$ cat src/rtl/serial_add_ctrl.sv
// serial_add_ctrl: bit-serial adder sequencing one full_adder per clock with a start/done handshake
module full_adder (
  input  logic a,
  input  logic b,
  input  logic c_in,
  output logic s,
  output logic c_out
);
  assign s     = a ^ b ^ c_in;
  assign c_out = (a & b) | (c_in & (a ^ b));
endmodule

module serial_add_ctrl #(
  parameter int WIDTH = 8
) (
  input  logic             clk,
  input  logic             rst,
  input  logic             start,
  input  logic [WIDTH-1:0] a,
  input  logic [WIDTH-1:0] b,
  input  logic             c_in,
  output logic             busy,
  output logic             done,
  output logic [WIDTH-1:0] s,
  output logic             c_out
);
  localparam int CW = $clog2(WIDTH + 1);
  typedef enum logic [1:0] {IDLE, RUN, DONE} state_t;
  state_t           state, state_nx;
  logic [WIDTH-1:0] a_sh, b_sh, acc, acc_nx;
  logic [CW-1:0]    cnt;
  logic             carry, fa_s, fa_c, last, accept;
  full_adder u_fa (.a(a_sh[0]), .b(b_sh[0]), .c_in(carry), .s(fa_s), .c_out(fa_c));
  assign busy = state == RUN;
  assign done = state == DONE;
  // next state, acceptance and the partial sum with the new bit entering at the top
  always_comb begin
    acc_nx   = (acc >> 1) | (WIDTH'(fa_s) << (WIDTH - 1));
    last     = state == RUN && cnt == CW'(WIDTH - 1);
    accept   = state != RUN && start;
    state_nx = state == RUN ? (last ? DONE : RUN) : (start ? RUN : IDLE);
  end
  // operand capture, one bit per cycle in RUN, result registered only on the last bit
  always_ff @(posedge clk) begin
    if (rst) begin
      state <= IDLE;
      a_sh  <= '0;
      b_sh  <= '0;
      acc   <= '0;
      carry <= 1'b0;
      cnt   <= '0;
      s     <= '0;
      c_out <= 1'b0;
    end else begin
      state <= state_nx;
      if (accept) begin
        a_sh  <= a;
        b_sh  <= b;
        carry <= c_in;
        acc   <= '0;
        cnt   <= '0;
      end else if (state == RUN) begin
        a_sh  <= a_sh >> 1;
        b_sh  <= b_sh >> 1;
        acc   <= acc_nx;
        carry <= fa_c;
        cnt   <= cnt + CW'(1);
      end
      if (last) begin
        s     <= acc_nx;
        c_out <= fa_c;
      end
    end
  end
endmodule

$ cat config.mk
export PLATFORM = sky130hd
export DESIGN_NAME = serial_add_ctrl
export DESIGN_NICKNAME = d
export VERILOG_FILES = /design/src/rtl/serial_add_ctrl.sv
export SDC_FILE = /design/constraint.sdc
export NUM_CORES = 1
export LEC_CHECK = 0
export CAP_MARGIN = 15
export CORE_ASPECT_RATIO = 0.9
export CORE_MARGIN = 4
export CORE_UTILIZATION = 50
export DETAILED_ROUTE_END_ITERATION = 8
export GPL_TIMING_DRIVEN = 0
export PLACE_DENSITY = 0.84
export SYNTH_ARGS = -nofsm -noshare
export SYNTH_HDL_FRONTEND = slang
export SYNTH_SLANG_ARGS = --single-unit
$ cat constraint.sdc
create_clock -name clk -period 2.1 [get_ports clk]
set_clock_uncertainty 0.15 [all_clocks]
set_input_delay 0.21 -clock clk [delete_from_list [all_inputs] [get_ports clk]]
set_output_delay 0.21 -clock clk [all_outputs]
set_load 0.02 [all_outputs]
==> results.cfg, run 1 <==
[drt]
initialDrtViolationCount = 56
ant_nets = 0
routed_via_density = 5.511
drcViolationCount = 0
vias = 1262
first_pass_iters = 4
wirelength_um = 3244
wl_per_cell_um = 14.17

[floorplanning]
row_count = 18
die_w_um = 66.43
fp.dieH_um = 60.59
io_pins = 31
die-area_sq_mm = 0.004025
initial_utilization_pct = 54.14
core-area_sq_mm = 0.002838

[global_routing]
grtUsageTotal_pct = 18.02
grt_pass1_vias = 1204
grt_pass1_wl_um = 5313
grt_max_degree = 12
grt_overflow = 0
antenna_found_initial = 0

[synthesis]
synth_edf_count = 0
synth_top_area_share_pct = 50.81
syn_area_sq_mm = 0.001536
synthArstFlopShare_pct = 0
ys_seq_area_share_pct = 50.81
synth_nets = 175
synth-seq-cells = 39
synth_area_leaders = dfxtp_1 51%, mux2i_1 11%, a211oi_1 7.3%, a22o_1 5.1%, nand2_1 4.2%
synth-main-ff-cell = dfxtp_1
ys_warn_count = 0
yosysTopAreaCell = dfxtp_1
synthCells = 153
synth_cell_types = 28
syn_area_per_cell_sq_um = 10.04

[hold_path]
hold_class = input pin to flip-flop
min_delay_worst_endpoint = acc[1]$_SDFFE_PP0N_
hold_depth = 3
hold_start = start

[timing]
fmax_mhz = 503.2
period_minus_slack_ps = 1987
finalSetupTns_ps = 0
relSlewSlack_pct = 60.61
rsz0062_at_grt = no
fin_crit_sh_pct = 94.63
hold_viol = 0
slew_viol_final = 0
tightest_slew_ps = 586.5
setup_viol = 0

[worst_setup_path]
reg2reg_setup_slack_ps = 480
worstReg2RegEnd = a_sh[5]$_SDFFE_PP0P_
path_cells = nand2b_1 -> buf_6 -> inv_2 -> buf_2 -> dlygate4sd2_1
cpPeakStageDelay_ps = 360
critPathKind = flip-flop to output port
worst_setup_path_start_kind = flip-flop
cp_slowest_cell = dlygate4sd2_1
cp_num_buf_inv = 4
reg2reg_depth = 5
r2r-start = state[1]$_SDFF_PP0_
critPathMaxFanout = 10
cp.required_ps = 1740
worstPathArrival_ps = 1630
crit_path_end_kind = output port
cpLargestDelayFamily = buffers and inverters
crit_start = state[1]$_SDFF_PP0_

[cts]
insertion_delay_ps = 350
clock_sinks = 39
cts.reportedPaths.clkPinSlew_ps = 110
cts_resized = 1
ctsHoldBuffers = 0
cts_tree = done
cts_buffer_depth = 2
root_buffer = clkbuf_4
numCtsBuffers = 5
htreeDepth = 2
post_cts_buffers = 0

[placed_design]
placed_cells = 222
port_buffers = 29
dpl.hpwl_um = 2376
routabilityCongestion = 0.7665

[power_and_ir_drop]
ir_drop_v = 0.0004618
power.leakage_nw = 0.7606
p_per_area_mw_per_mm2 = 698.6

[cells_and_area]
drive_gt1_share_pct = 8.995
instances_no_fill = 229
n_antenna_cell = 0
fill_cells = 247
finalNetCount = 211
area_delta_synth_final_pct = 25.73

[job]
drv_cap = 0

[run_status]
run_status = finished, final reports clean
## cell families after synthesis
group                      synth area share [%]
DFF                                       50.81
and+or+nand+nor                           12.38
xor gates and xnor gates                  1.140
buffers and inverters                     5.211
adders and majority gates                 2.117
muxes                                     11.07
AOI/OAI and AO/OA                         17.26
## layout by cell type, fill, tap and decap left out, types with 2 or more instances in the layout
cell	count
dfxtp_1	39
clkdlybuf4s50_1	28
nand2_1	17
nor2_1	17
mux2i_1	17
a211oi_1	15
a21oi_1	9
a22o_1	9
clkbuf_4	5
buf_2	4
clkbuf_1	4
buf_6	2
buf_4	2
nor3_1	2
## routing by layer
metal	wire, um	track usage, %	part of all wire (%)	vias to the layer above
met4	73	8.696	2.3	0
met5	0	0	0	-
met1	1448	20.57	45	604
met3	158	6.111	4.9	10
li1	-	-	-	613
met2	1563	30.55	48	35
## cells in the mapped netlist, drive strengths merged, types with 2 or more instances
library cell / instances
dfxtp: 39
mux2i: 17
nand2: 17
nor2: 17
a211oi: 15
a21oi: 9
a22o: 9
buf: 8
clkbuf: 4
inv: 2
nor3: 2
## power by group
part	switching, mW	internal [mW]	total (mW)	leakage, nW
clock	0.233	0.155	0.389	0.0341
combinational	0.0847	0.0851	0.170	0.408
sequential	0.0202	0.771	0.791	0.319
total	0.338	1.01	1.35	0.761
## tightest hold or removal path, cell delays in order
cell     delay [ps]
buf_4           180
a21o_1          150
a21oi_1          40
## flip-flops by register name, indices dropped and copies added (netlist names)
register / flops
a_sh: 8
cnt: 4
b_sh: 8
acc: 7
state: 2
s: 8
carry: 1
c_out: 1
## worst max-delay path by stage
stage,endpoint,slack (ps),cells after the start
3_5_place_dp,s[0]$_SDFFE_PP0P_,90,6
3_3_place_gp,c_out$_SDFFE_PP0P_,150,6
6_report,busy,110,5
5_1_grt,busy,30,5
2_1_floorplan,s[0]$_SDFFE_PP0P_,640,5
4_1_cts,busy,100,5
## cell type report
cell class | count | area (sq um) | area share, %
Clock buffer | 6 | 51.30 | 2.655
Buffer | 12 | 72.57 | 3.756
Multi-Input combinational cell | 100 | 675.6 | 34.97
Timing Repair Buffer | 29 | 289.0 | 14.96
Inverter | 2 | 7.507 | 0.3886
Clock inverter | 1 | 5.005 | 0.2591
Sequential cell | 39 | 780.7 | 40.41
Tap cell | 40 | 50.05 | 2.591
## stage by stage
stage | area (sq um) | total power [mW] | hold slack, ps | setup slack [ps] | utilization (%)
finish | 1932 | 1.350 | 122.5 | 112.9 | 68.08
floorplan | 1536 | 0.9089 | 165.7 | 643.5 | -
CTS | 1932 | 1.361 | 116.9 | 101.2 | 68.08
detailed placement | 1877 | 0.9772 | 315.6 | 91.73 | 66.14
global placement | 1877 | 0.9686 | 299.0 | 153.5 | 66.14
global route | 1932 | 1.420 | 114.4 | 28.70 | 68.08
No activity file was read; power rests on OpenSTA's default activity.
==> inputs of run 2 (changes only) <==
--- a/config.mk
+++ b/config.mk
@@ -5,13 +5,12 @@
 export SDC_FILE = /design/constraint.sdc
 export NUM_CORES = 1
 export LEC_CHECK = 0
-export CAP_MARGIN = 15
 export CORE_ASPECT_RATIO = 0.9
 export CORE_MARGIN = 4
-export CORE_UTILIZATION = 50
+export CORE_UTILIZATION = 53
 export DETAILED_ROUTE_END_ITERATION = 8
 export GPL_TIMING_DRIVEN = 0
-export PLACE_DENSITY = 0.84
+export PLACE_DENSITY = 0.88
 export SYNTH_ARGS = -nofsm -noshare
 export SYNTH_HDL_FRONTEND = slang
 export SYNTH_SLANG_ARGS = --single-unit
==> constraint.sdc (replaced) <==
create_clock -name clk -period 2.48 [get_ports clk]
set_clock_uncertainty 0.15 [all_clocks]
set_input_delay 0.248 -clock clk [delete_from_list [all_inputs] [get_ports clk]]
set_output_delay 0.248 -clock clk [all_outputs]
set_load 0.02 [all_outputs]
==> run 2 against run 1 <==
Net effect: first-iteration DRC count unchanged; combinational power down 15%; final area about the same; via count down 1.5%; sequential share of layout area about the same; core utilization up 1.7 points; final cell count up 0.44%; setup slack better by 400 ps; highest routed layer unchanged.
==> results.cfg, run 2 (synthesis gave the netlist of run 1 again) <==
[worst_setup_path]
cp.required_ps = 2080
worst_setup_path_start_kind = flip-flop
crit_start = state[1]$_SDFF_PP0_
r2r-start = cnt[0]$_SDFFE_PP0N_
crit_path_end_kind = output port
critPathKind = flip-flop to output port
critPathMaxFanout = 10
reg2reg_depth = 5
worstPathArrival_ps = 1570

[timing]
rsz0062_at_grt = no
timing.hold.ws_ps = 154.7
fmax_mhz = 507.1
layout_setup_ws_ps = 508.1
setup_viol = 0
finalSetupTns_ps = 0
tightest_slew_ps = 556.7
relSlewSlack_pct = 62.61
fin_crit_sh_pct = 79.51
period_minus_slack_ps = 1972
hold_viol = 0
slew_viol_final = 0

[cells_and_area]
finalNetCount = 211
n_antenna_cell = 0
top_regs = a_sh: 8 flops, b_sh: 8 flops, s: 8 flops
final_cell_mix = 39 x dfxtp_1, 28 x clkdlybuf4s50_1, 17 x nand2_1, 17 x nor2_1, 17 x mux2i_1
register_area_sq_um = 780.7
multi_input_area_sq_um = 675.6
layout_commonest_cell = dfxtp_1
instances_no_fill = 230
fill_cells = 232
final_core_util_pct = 69.78
area_delta_synth_final_pct = 25.81
stdcell_area_sq_mm = 0.001933
drive_gt1_share_pct = 8.947

[cts]
insertion_delay_ps = 360
numCtsBuffers = 5
root_buffer = clkbuf_4
cts_buffer_depth = 2
cts_resized = 0
clock_sinks = 39
cts_tree = done
cts.reportedPaths.clkPinSlew_ps = 120
post_cts_buffers = 0
htreeDepth = 2
ctsHoldBuffers = 0

[power_and_ir_drop]
finalPower_mw = 1.128
ir_drop_v = 0.0003729
p_int_uw = 834.6
power.leakage_nw = 0.7646
p_clk_share_pct = 27.9
p_seq_share_pct = 59.4
swShare_pct = 25.98
power_frac_comb_pct = 12.7
p_per_area_mw_per_mm2 = 583.3
power_switching_uw = 293.0

[job]
drv_cap = 0

[drt]
wl_per_cell_um = 14.01
routed_via_density = 5.404
drcViolationCount = 0
first_pass_iters = 4
vias = 1243
wirelength_um = 3223
ant_nets = 0
initialDrtViolationCount = 56

[placed_design]
port_buffers = 29
dpl.hpwl_um = 2371
routabilityCongestion = 0.8324
placed_cells = 222
pre_cts_slack_ps = 420.3
placed_area_sq_mm = 0.001877

[hold_path]
hold_class = input pin to flip-flop
hold_depth = 3
hold_start = start

[global_routing]
grt_max_degree = 13
antenna_found_initial = 0
grtUsageTotal_pct = 19.70
grt_overflow = 0
grt_pass1_vias = 1252
grt_pass1_wl_um = 5678

[floorplanning]
row_count = 18
die-area_sq_mm = 0.003826
die_w_um = 64.76
initial_utilization_pct = 55.47
fp.dieH_um = 59.08
core-area_sq_mm = 0.002770
io_pins = 31

[run_status]
run_status = finished, final reports clean
==> run 2: worst max-delay path, cell delays in order (launching register included) <==
cell and delay (ps):
dfxtp_1 340, nand2b_1 150, buf_6 140, inv_2 70, buf_2 240, dlymetal6s2s_1 260
==> run 2: path summary, 6_finish.rpt <==
| check | endpoint | slack [ps] |
|---|---|---|
| worst max-delay path | busy | 510 |
| worst max register to register | s[0]$_SDFFE_PP0P_ | 900 |
| worst min register to register | acc[1]$_SDFFE_PP0N_ | 320 |
| worst min-delay path | acc[1]$_SDFFE_PP0N_ | 150 |
==> run 2: power by group through the flow <==
stage	Clock, mW	Combinational, mW	Sequential [mW]
after global routing	0.360	0.159	0.674
after floorplan	0	0.0908	0.679
final	0.315	0.144	0.670
after CTS	0.328	0.144	0.669
after detailed placement	0	0.143	0.684
after global placement	0	0.137	0.682
==> run 2: layer usage <==
metal  global-route usage [%]  share of wire (%)  routed length, um
met4                    10.84                3.1                 99
met1                    23.10                 43               1391
met2                    32.07                 48               1537
met3                    6.452                6.0                193
met5                        0                  0                  0
==> run 2: layout make-up <==
type / instances / area share (%)
Buffer: 12 / 3.754
Timing Repair Buffer: 29 / 15.15
Clock inverter: 2 / 0.6473
Inverter: 2 / 0.3884
Tap cell: 40 / 2.589
Sequential cell: 39 / 40.39
Multi-Input combinational cell: 100 / 34.95
Clock buffer: 6 / 2.136
==> inputs of run 3 (changes only) <==
--- a/config.mk
+++ b/config.mk
@@ -7,10 +7,10 @@
 export LEC_CHECK = 0
 export CORE_ASPECT_RATIO = 0.9
 export CORE_MARGIN = 4
-export CORE_UTILIZATION = 53
+export CORE_UTILIZATION = 50
 export DETAILED_ROUTE_END_ITERATION = 8
 export GPL_TIMING_DRIVEN = 0
-export PLACE_DENSITY = 0.88
+export PLACE_DENSITY = 0.84
 export SYNTH_ARGS = -nofsm -noshare
 export SYNTH_HDL_FRONTEND = slang
 export SYNTH_SLANG_ARGS = --single-unit
==> constraint.sdc (replaced) <==
create_clock -name clk -period 1.98 [get_ports clk]
set_clock_uncertainty 0.15 [all_clocks]
set_input_delay 0.198 -clock clk [delete_from_list [all_inputs] [get_ports clk]]
set_output_delay 0.198 -clock clk [all_outputs]
set_load 0.02 [all_outputs]
==> run 3 against run 2 <==
Net effect: worst hold slack lost 44 ps; critical path depth is the same; non-clock buffer count is the same; die area grew 5.2%; setup slack lost 350 ps; total power grew 27%; final area shrank 0.26%; wire length grew 0.47%; via count grew 1.5%; first-iteration DRC count is the same; clock-buffer cell count is the same; sequential share of layout area grew 0.10 points.
==> results.cfg, run 3 (synthesis gave the netlist of run 1 again) <==
[placed_design]
routabilityCongestion = 0.7665
dpl.hpwl_um = 2376
placed_area_sq_mm = 0.001877
port_buffers = 29

[timing]
rsz0062_at_grt = no
tightest_slew_ps = 586.5
finalSetupTns_ps = 0
slew_viol_final = 0
relSlewSlack_pct = 60.61
period_minus_slack_ps = 1820
setup_viol = 0
fmax_mhz = 549.4
hold_viol = 0
fin_crit_sh_pct = 91.92

[cells_and_area]
stdcell_area_sq_mm = 0.001928
layout_commonest_cell = dfxtp_1
n_antenna_cell = 0
area_delta_synth_final_pct = 25.49
drive_gt1_share_pct = 9.524
final_cell_mix = 39 x dfxtp_1, 28 x clkdlybuf4s50_1, 17 x nand2_1, 17 x nor2_1, 17 x mux2i_1
top_regs = a_sh: 8 flops, b_sh: 8 flops, s: 8 flops
finalNetCount = 211

[drt]
drcViolationCount = 0
ant_nets = 0
routed_via_density = 5.511
first_pass_iters = 4
initialDrtViolationCount = 56
wirelength_um = 3238
wl_per_cell_um = 14.14
vias = 1262

[cts]
clock_sinks = 39
htreeDepth = 2
ctsHoldBuffers = 0
post_cts_buffers = 0
insertion_delay_ps = 350
cts_resized = 2
root_buffer = clkbuf_4
cts_buffer_depth = 2
numCtsBuffers = 5
cts_tree = done
cts.reportedPaths.clkPinSlew_ps = 110

[global_routing]
grt_overflow = 0
grt_max_degree = 12
grt_pass1_wl_um = 5313
grtUsageTotal_pct = 18.02
antenna_found_initial = 0
grt_pass1_vias = 1204

[floorplanning]
die_w_um = 66.43
initial_utilization_pct = 54.14
io_pins = 31
core-area_sq_mm = 0.002838
fp.dieH_um = 60.59
row_count = 18
die-area_sq_mm = 0.004025

[worst_setup_path]
worst_setup_path_start_kind = flip-flop
cpPeakStageDelay_ps = 330
path_cells = nand2b_1 -> buf_6 -> inv_2 -> buf_2 -> clkbuf_2
critPathKind = flip-flop to output port
cp.required_ps = 1630
crit_path_end_kind = output port
critPathMaxFanout = 10
cp_slowest_cell = dfxtp_1
worstPathArrival_ps = 1470
cp_num_buf_inv = 4
cpLargestDelayFamily = buffers and inverters

[power_and_ir_drop]
p_seq_share_pct = 58.6
power.leakage_nw = 0.7586
swShare_pct = 25.08
p_per_area_mw_per_mm2 = 742.2
p_int_mw = 1.072
power_frac_comb_pct = 12.6
ir_drop_v = 0.0004901
p_clk_share_pct = 28.8
power_switching_uw = 359.0

[hold_path]
hold_class = input pin to flip-flop

[job]
drv_cap = 0

[run_status]
run_status = finished, final reports clean
run 3: path summary, 6_finish.rpt:
check | endpoint | slack, ps | depth (start not counted) | startpoint
hold / removal | acc[1]$_SDFFE_PP0N_ | 110 | 3 | start
setup / recovery | busy | 160 | 5 | state[1]$_SDFF_PP0_
setup reg to reg | a_sh[5]$_SDFFE_PP0P_ | 360 | 5 | state[1]$_SDFF_PP0_
hold reg to reg | acc[1]$_SDFFE_PP0N_ | 330 | 2 | acc[1]$_SDFFE_PP0N_
run 3: layout make-up:
type / instances / area [sq um]
clock buffer: 6 / 51.30
buffer: 12 / 72.57
timing repair buffer: 29 / 285.3
tap: 40 / 50.05
multi-input combinational: 100 / 675.6
clock inverter: 1 / 5.005
fill: 247 / 909.6
inverter: 2 / 7.507
sequential: 39 / 780.7
run 3: stage by stage:
step | total power, mW | setup slack (ps) | instances | util [%] | hold WS [ps]
floorplan | 0.9640 | 523.5 | 153 | - | 153.7
global placement | 1.027 | 45.46 | 222 | 66.14 | 299.0
detailed placement | 1.036 | -16.27 | 222 | 66.14 | 315.6
CTS | 1.444 | 18.15 | 229 | 68.12 | 104.9
global route | 1.506 | 82.87 | 229 | 67.95 | 102.4
finish | 1.431 | 159.9 | 229 | 67.95 | 110.6
run 3: power groups by stage:
| stage | clock, mW | sequential, mW | combinational, mW |
|---|---|---|---|
| 4_1_cts | 0.423 | 0.839 | 0.181 |
| 6_report | 0.412 | 0.839 | 0.180 |
| 5_1_grt | 0.464 | 0.844 | 0.197 |
| 2_1_floorplan | 0 | 0.850 | 0.114 |
| 3_3_place_gp | 0 | 0.854 | 0.173 |
| 3_5_place_dp | 0 | 0.856 | 0.180 |
run 3: tightest hold or removal path: cells and delay by family:
kind / cells / cell delay [ps]
compound gates: 2 / 190
buf+inv: 1 / 180
run 3: routing by layer:
metal	share of wire (%)	GRT usage, %	vias up
met2	48	30.55	35
met1	44	20.57	602
li1	-	-	613
met3	5.1	6.111	12
met4	2.4	8.696	0
met5	0	0	-
